**src/rtl/scale_sequencer.sv**
```systemverilog
// scale_sequencer
//   Auto-plays the C-major scale C4..C5 (eight notes) by driving the freq and
//   onOff inputs of tonegen. Each note sounds for NOTE_MS, then stays silent
//   for GAP_MS. Playback can run once or loop, and can ascend or descend.
//
// Parameters
//   FCLK     clock frequency in Hz; must be a multiple of 1000
//   NOTE_MS  sounding time per note in ms (>= 1)
//   GAP_MS   silent gap after each note in ms (0 = no gap)
//
// Ports
//   clk       system clock
//   reset_n   asynchronous active-low reset
//   start     level request to begin playback; ignored while busy
//   stop      level abort; has priority over start
//   loop      sampled at the end of the last note: 1 = restart, 0 = finish
//   dir       captured when start is accepted: 0 = ascending, 1 = descending
//   freq      registered tone frequency in Hz
//   onOff     registered tone enable
//   busy      high while in PLAY or GAP
//   note_idx  index of the current note, for display
//   done      one-cycle pulse when a non-looped pass completes
module scale_sequencer #(
  parameter int unsigned FCLK    = 50000000,
  parameter int unsigned NOTE_MS = 250,
  parameter int unsigned GAP_MS  = 50
) (
  input  logic        clk,
  input  logic        reset_n,
  input  logic        start,
  input  logic        stop,
  input  logic        loop,
  input  logic        dir,
  output logic [31:0] freq,
  output logic        onOff,
  output logic        busy,
  output logic [2:0]  note_idx,
  output logic        done
);

  localparam logic [31:0] NOTE_CYC = 32'((FCLK / 1000) * NOTE_MS);
  localparam logic [31:0] GAP_CYC  = 32'((FCLK / 1000) * GAP_MS);

  typedef enum logic [1:0] {IDLE, PLAY, GAP} state_t;

  state_t      state, state_d;
  logic [31:0] cnt, cnt_d;
  logic        dir_q, dir_d;
  logic [2:0]  idx_d;
  logic        fin;        // non-looped pass ends on this edge
  logic [31:0] freq_d;
  logic        on_d;
  logic        done_d;

  function automatic logic [31:0] note_hz(input logic [2:0] i);
    case (i)
      3'd0:    note_hz = 32'd262;
      3'd1:    note_hz = 32'd294;
      3'd2:    note_hz = 32'd330;
      3'd3:    note_hz = 32'd349;
      3'd4:    note_hz = 32'd392;
      3'd5:    note_hz = 32'd440;
      3'd6:    note_hz = 32'd494;
      default: note_hz = 32'd523;
    endcase
  endfunction

  // State register; freq/onOff/done are registered from the comb next values
  // so they change on the same edge as the state they belong to.
  always_ff @(posedge clk or negedge reset_n) begin
    if (!reset_n) begin
      state    <= IDLE;
      cnt      <= '0;
      dir_q    <= 1'b0;
      note_idx <= 3'd0;
      freq     <= '0;
      onOff    <= 1'b0;
      done     <= 1'b0;
    end else begin
      state    <= state_d;
      cnt      <= cnt_d;
      dir_q    <= dir_d;
      note_idx <= idx_d;
      freq     <= freq_d;
      onOff    <= on_d;
      done     <= done_d;
    end
  end

  // Next-state logic
  always_comb begin
    logic decide;
    logic last;
    state_d = state;
    cnt_d   = cnt + 32'd1;
    dir_d   = dir_q;
    idx_d   = note_idx;
    fin     = 1'b0;
    decide  = 1'b0;
    last    = dir_q ? (note_idx == 3'd0) : (note_idx == 3'd7);

    case (state)
      IDLE: begin
        cnt_d = '0;
        if (start && !stop) begin
          dir_d   = dir;
          idx_d   = dir ? 3'd7 : 3'd0;
          state_d = PLAY;
        end
      end
      PLAY: begin
        if (cnt == NOTE_CYC - 32'd1) begin
          cnt_d = '0;
          // With no gap the note boundary is the decision point itself,
          // giving back-to-back PLAY without a dead cycle.
          if (GAP_CYC == 32'd0) decide  = 1'b1;
          else                  state_d = GAP;
        end
      end
      GAP: begin
        if (cnt == GAP_CYC - 32'd1) decide = 1'b1;
      end
      default: begin
        state_d = IDLE;
        cnt_d   = '0;
      end
    endcase

    if (decide) begin
      cnt_d = '0;
      if (!last) begin
        idx_d   = dir_q ? note_idx - 3'd1 : note_idx + 3'd1;
        state_d = PLAY;
      end else if (loop) begin
        idx_d   = dir_q ? 3'd7 : 3'd0;
        state_d = PLAY;
      end else begin
        state_d = IDLE;
        fin     = 1'b1;
      end
    end

    // Abort wins over everything; the index is left for the display.
    if (stop) begin
      state_d = IDLE;
      cnt_d   = '0;
      dir_d   = dir_q;
      idx_d   = note_idx;
      fin     = 1'b0;
    end
  end

  // Output logic (values registered above)
  always_comb begin
    freq_d = '0;
    on_d   = 1'b0;
    done_d = fin;
    case (state_d)
      PLAY: begin
        freq_d = note_hz(idx_d);
        on_d   = 1'b1;
      end
      GAP:     freq_d = freq;   // silent, but the pitch stays visible
      default: freq_d = '0;
    endcase
  end

  assign busy = (state != IDLE);

endmodule

```
**config.mk**
```make
export PLATFORM = sky130hd
export DESIGN_NAME = scale_sequencer
export DESIGN_NICKNAME = d
export VERILOG_FILES = /design/src/rtl/scale_sequencer.sv
export SDC_FILE = /design/constraint.sdc
export NUM_CORES = 1
export LEC_CHECK = 0
export BUFFER_PORTS_ARGS = -buffer_cell sky130_fd_sc_hd__buf_2
export CELL_PAD_IN_SITES_DETAIL_PLACEMENT = 0
export CELL_PAD_IN_SITES_GLOBAL_PLACEMENT = 2
export CORE_ASPECT_RATIO = 0.75
export CORE_UTILIZATION = 35
export DETAILED_ROUTE_END_ITERATION = 12
export GPL_TIMING_DRIVEN = 0
export PLACE_DENSITY_LB_ADDON = 0.2
export SETUP_SLACK_MARGIN = 0.1
export SYNTH_ARGS = -nofsm -noshare
export SYNTH_HDL_FRONTEND = slang
export SYNTH_SLANG_ARGS = --single-unit
```
**constraint.sdc**
```tcl
create_clock -name clk -period 4.9 [get_ports clk]
set_input_delay 0.245 -clock clk [delete_from_list [all_inputs] [get_ports clk]]
set_output_delay 0.245 -clock clk [all_outputs]
set_load 0.1 [all_outputs]
```
==> flow_results.xml <==
<?xml version="1.0" encoding="UTF-8"?>
<metrics>
  <group name="synthesis">
    <metric name="synth_xor_xnor_area_share" unit="%">9.21</metric>
    <metric name="yosysTopAreaCell" unit="">sky130_fd_sc_hd__dfrtp_1</metric>
    <metric name="async_reset_ff_share" unit="%">100</metric>
    <metric name="ys_ff_latch" unit="">50</metric>
    <metric name="yosys.area_share.adder" unit="%">2.89</metric>
    <metric name="synth-compound-area-share" unit="%">9.39</metric>
    <metric name="mappedNetlistArea" unit="sq um">2850</metric>
    <metric name="synth_cell_type_count" unit="">51</metric>
    <metric name="syn_avg_cell_area" unit="sq um">9.17</metric>
    <metric name="synth_simple_gate_area_share" unit="%">25.1</metric>
    <metric name="post_synthesis_mux_area_share" unit="%">0.702</metric>
    <metric name="largest_family_of_logic_cells_by_synthesized_area" unit="">simple AND/OR/NAND/NOR gates</metric>
    <metric name="synth.yosys.seq_area_share" unit="%">43.9</metric>
    <metric name="yosys_warnings" unit="">0</metric>
    <metric name="number_of_synthesized_flops_with_an_enable_pin" unit="">0</metric>
    <metric name="yosys.area.top_type_share" unit="%">43.9</metric>
    <metric name="post_synth_main_area_contributors" unit="">sky130_fd_sc_hd__dfrtp_1 (44%), sky130_fd_sc_hd__nor2_1 (7.2%), sky130_fd_sc_hd__xnor2_1 (5.8%), sky130_fd_sc_hd__buf_4 (5.8%), sky130_fd_sc_hd__xor2_1 (3.4%)</metric>
    <metric name="syn-instance-count" unit="">311</metric>
    <metric name="flip_flop_cell_with_the_highest_count_after_synthesis" unit="">sky130_fd_sc_hd__dfrtp_1</metric>
  </group>
  <group name="layout">
    <metric name="postLayoutCellArea" unit="sq um">3280</metric>
    <metric name="commonest_cells_after_routing_fill_and_taps_aside" unit="">sky130_fd_sc_hd__nor2_1 (55), sky130_fd_sc_hd__dfrtp_1 (50)</metric>
    <metric name="num_antenna_cells" unit="">0</metric>
    <metric name="layout.cells.most_common" unit="">sky130_fd_sc_hd__nor2_1</metric>
    <metric name="filler_cell_count" unit="">810</metric>
    <metric name="finalNetCount" unit="">372</metric>
    <metric name="stdcell_count" unit="">466</metric>
    <metric name="post_route_cells_drive_above_1_share" unit="%">17.5</metric>
    <metric name="flow.area_growth_from_synthesis" unit="%">15.1</metric>
  </group>
  <group name="sta">
    <metric name="post-route-period-util" unit="%">65.4</metric>
    <metric name="final.setup.tns" unit="ns">0</metric>
    <metric name="fin_crit" unit="ns">3.21</metric>
    <metric name="setup-violations-final" unit="">0</metric>
    <metric name="worst_pin_slew" unit="ns">1.18</metric>
    <metric name="timing.slew.headroom" unit="%">21.7</metric>
    <metric name="skew" unit="ns">0.0113</metric>
    <metric name="final-max-slew-violation-count" unit="">0</metric>
    <metric name="maxClockFrequency" unit="MHz">312</metric>
    <metric name="rsz0062_at_grt" unit="">no</metric>
    <metric name="setup_slack" unit="ns">1.69</metric>
    <metric name="final-hold-violation-count" unit="">0</metric>
  </group>
  <group name="setup_path">
    <metric name="critPathSlowestCell" unit="">sky130_fd_sc_hd__nor4_1</metric>
    <metric name="setup.reg_to_reg.worst_slack" unit="ns">1.69</metric>
    <metric name="cp.arrival" unit="ns">3.41</metric>
    <metric name="critPathMaxFanout" unit="">7</metric>
    <metric name="worstPathRequired" unit="ns">5.10</metric>
    <metric name="crit_type" unit="">flip-flop to flip-flop</metric>
    <metric name="worstPathCellList" unit="">or4b_1 &gt; or4_4 &gt; nor4_1 &gt; o22ai_1 &gt; a21oi_2 &gt; and2_4 &gt; inv_2 &gt; a32o_1</metric>
    <metric name="worst_path_largest_cell_delay" unit="ns">0.54</metric>
    <metric name="crit_start_category" unit="">flip-flop</metric>
    <metric name="setup.worst_path.end_class" unit="">flip-flop</metric>
  </group>
  <group name="die">
    <metric name="fp.coreArea" unit="sq um">7880</metric>
    <metric name="design.portCount" unit="">44</metric>
    <metric name="die_width" unit="microns">106</metric>
    <metric name="floorplan.rows" unit="">28</metric>
    <metric name="die-area" unit="sq um">8520</metric>
    <metric name="dieHeight" unit="microns">80.2</metric>
    <metric name="start_util" unit="%">36.2</metric>
  </group>
  <group name="clock_tree">
    <metric name="clock_insertion_delay_worst_skew" unit="ns">0.30</metric>
    <metric name="post_cts_hold_buffer_count" unit="">0</metric>
    <metric name="post_cts.repair.setup_buffers" unit="">0</metric>
    <metric name="clock_sink_count" unit="">50</metric>
    <metric name="worst_setup_hold_path_clk_slew" unit="ns">0.10</metric>
    <metric name="cts.root.buffer_cell" unit="">sky130_fd_sc_hd__clkbuf_8</metric>
    <metric name="cts_tree" unit="">built</metric>
    <metric name="clock_path_buffers" unit="">2</metric>
    <metric name="cts-htree-levels" unit="">2</metric>
    <metric name="numCtsBuffers" unit="">5</metric>
    <metric name="cts_resized" unit="">0</metric>
  </group>
  <group name="run">
    <metric name="drv_cap" unit="">0</metric>
  </group>
  <group name="place">
    <metric name="placedInstanceArea" unit="sq um">3170</metric>
    <metric name="post-place-cells" unit="">458</metric>
    <metric name="total_half_perimeter_wirelength_after_legalization_and_detailed_placement" unit="microns">4530</metric>
    <metric name="place_worst_setup_slack" unit="ns">1.76</metric>
    <metric name="number_of_buffers_inserted_by_port_buffering" unit="">21</metric>
    <metric name="gp_congestion" unit="">0.727</metric>
  </group>
  <group name="outcome">
    <metric name="run_status" unit="">finished, final reports clean</metric>
  </group>
  <group name="power_and_ir_drop">
    <metric name="peakVddDrop" unit="uV">130</metric>
    <metric name="seq_power_share" unit="%">41.0</metric>
    <metric name="cellPowerDensity" unit="nW/um^2">327</metric>
    <metric name="power.static_leakage" unit="uW">0.00144</metric>
    <metric name="pwr-share-comb" unit="%">30.6</metric>
    <metric name="p_sw" unit="uW">419</metric>
    <metric name="clock_power_share" unit="%">28.4</metric>
    <metric name="p_int" unit="uW">654</metric>
    <metric name="power_switching_share" unit="%">39.1</metric>
  </group>
  <group name="detailed_routing">
    <metric name="postRouteWirelength" unit="microns">6350</metric>
    <metric name="route.detailed.drc" unit="">0</metric>
    <metric name="post_drt_via_cell_ratio" unit="">4.74</metric>
    <metric name="detail-route-antenna-nets" unit="">0</metric>
    <metric name="num_vias" unit="">2211</metric>
    <metric name="detail_route.iter0.violations" unit="">72</metric>
    <metric name="drt_pre_antenna_iters" unit="">4</metric>
    <metric name="wl_per_cell" unit="microns">13.6</metric>
  </group>
  <group name="grt">
    <metric name="grt_antenna_before_repair" unit="">0</metric>
    <metric name="grt_util_all_layers" unit="%">16.1</metric>
    <metric name="grt_start_max_net_pins" unit="">51</metric>
    <metric name="grt_pass1_wl" unit="microns">10800</metric>
    <metric name="grt_pass1_vias" unit="">2071</metric>
    <metric name="grt.overflow.total" unit="">0</metric>
  </group>
  <group name="hold_path">
    <metric name="hold_class" unit="">primary input to asynchronous set/reset pin</metric>
  </group>
</metrics>
-- power by group through the flow --
stage,registers (uW),logic [uW],clock network (uW)
2_1_floorplan,532,192,0
3_3_place_gp,448,326,0
3_5_place_dp,448,327,0
4_1_cts,440,329,316
5_1_grt,442,352,329
6_report,440,329,304
-- flip-flops by register name, summed over array words and instances, names as in the netlist --
name and count:
state 2, freq 10, onOff 1, dir_q 1
cnt 32, note_idx 3, done 1
-- cell type report --
type,instances,area (sq um),area share (%)
Sequential cell,50,1250,38.1
Multi-Input combinational cell,240,1430,43.6
Clock inverter,3,47.5,1.45
Clock buffer,5,68.8,2.10
Tap cell,105,131,4.00
Timing Repair Buffer,21,105,3.20
Buffer,32,211,6.44
Inverter,10,37.5,1.14
-- per-layer routing --
| layer | wire (microns) | track usage (%) | part of all wire, % |
|---|---|---|---|
| met5 | 0 | 0 | 0 |
| met2 | 2610 | 23.3 | 41 |
| met3 | 198 | 3.00 | 3.1 |
| met4 | 23 | 2.50 | 0.36 |
| met1 | 3520 | 24.9 | 55 |
-- cell usage after synthesis (6+ instances only) --
cell                       number
sky130_fd_sc_hd__nor2_1        55
sky130_fd_sc_hd__clkbuf_1       7
sky130_fd_sc_hd__and3_1         8
sky130_fd_sc_hd__nand4_1        8
sky130_fd_sc_hd__xor2_1        11
sky130_fd_sc_hd__xnor2_1       19
sky130_fd_sc_hd__nand3_1       14
sky130_fd_sc_hd__inv_1          9
sky130_fd_sc_hd__a22o_1         6
sky130_fd_sc_hd__dfrtp_1       50
sky130_fd_sc_hd__nand2_1       22
sky130_fd_sc_hd__nor3_1         6
sky130_fd_sc_hd__a21oi_1        8
sky130_fd_sc_hd__buf_4         22
-- cell families (layout without fill, tap and decap cells) --
kind of cell / after synthesis / count (layout)
other: 1 / 22
DFF: 50 / 50
xor gates and xnor gates: 30 / 30
and+or+nand+nor: 143 / 143
muxes: 2 / 2
adders and majority gates: 6 / 6
AOI/OAI and AO/OA: 37 / 37
buffers and inverters: 42 / 71
-- critical path: cells and delay by family (launching register included) --
kind | cells | cell delay [ns]
DFF | 1 | 0.46
and+or+nand+nor | 4 | 1.79
buffers and inverters | 1 | 0.03
AOI/OAI and AO/OA | 3 | 0.82
-- metrics by stage --
stage               hold slack, ns  total power (uW)  util (%)
floorplan                  -0.0506               724         -
global placement             0.472               774      40.2
detailed placement           0.480               775      40.2
CTS                          0.159              1080      41.7
global route                 0.178              1120      41.7
finish                       0.151              1070      41.7
-- path summary, 6_finish.rpt --
path / startpoint / end / depth (start not counted)
max in group asynchronous: reset_n / cnt[6]$_DFF_PN0_ / 1
min: reset_n / cnt[24]$_DFF_PN0_ / 1
max reg2reg: cnt[12]$_DFF_PN0_ / freq[7]$_DFFE_PN0P_ / 8
min reg2reg: cnt[0]$_DFF_PN0_ / cnt[0]$_DFF_PN0_ / 1
min in group clk: stop / state[0]$_DFF_PN0_ / 2
max: cnt[12]$_DFF_PN0_ / freq[7]$_DFFE_PN0P_ / 8
Note: power is estimated with default switching activity, not from simulation.
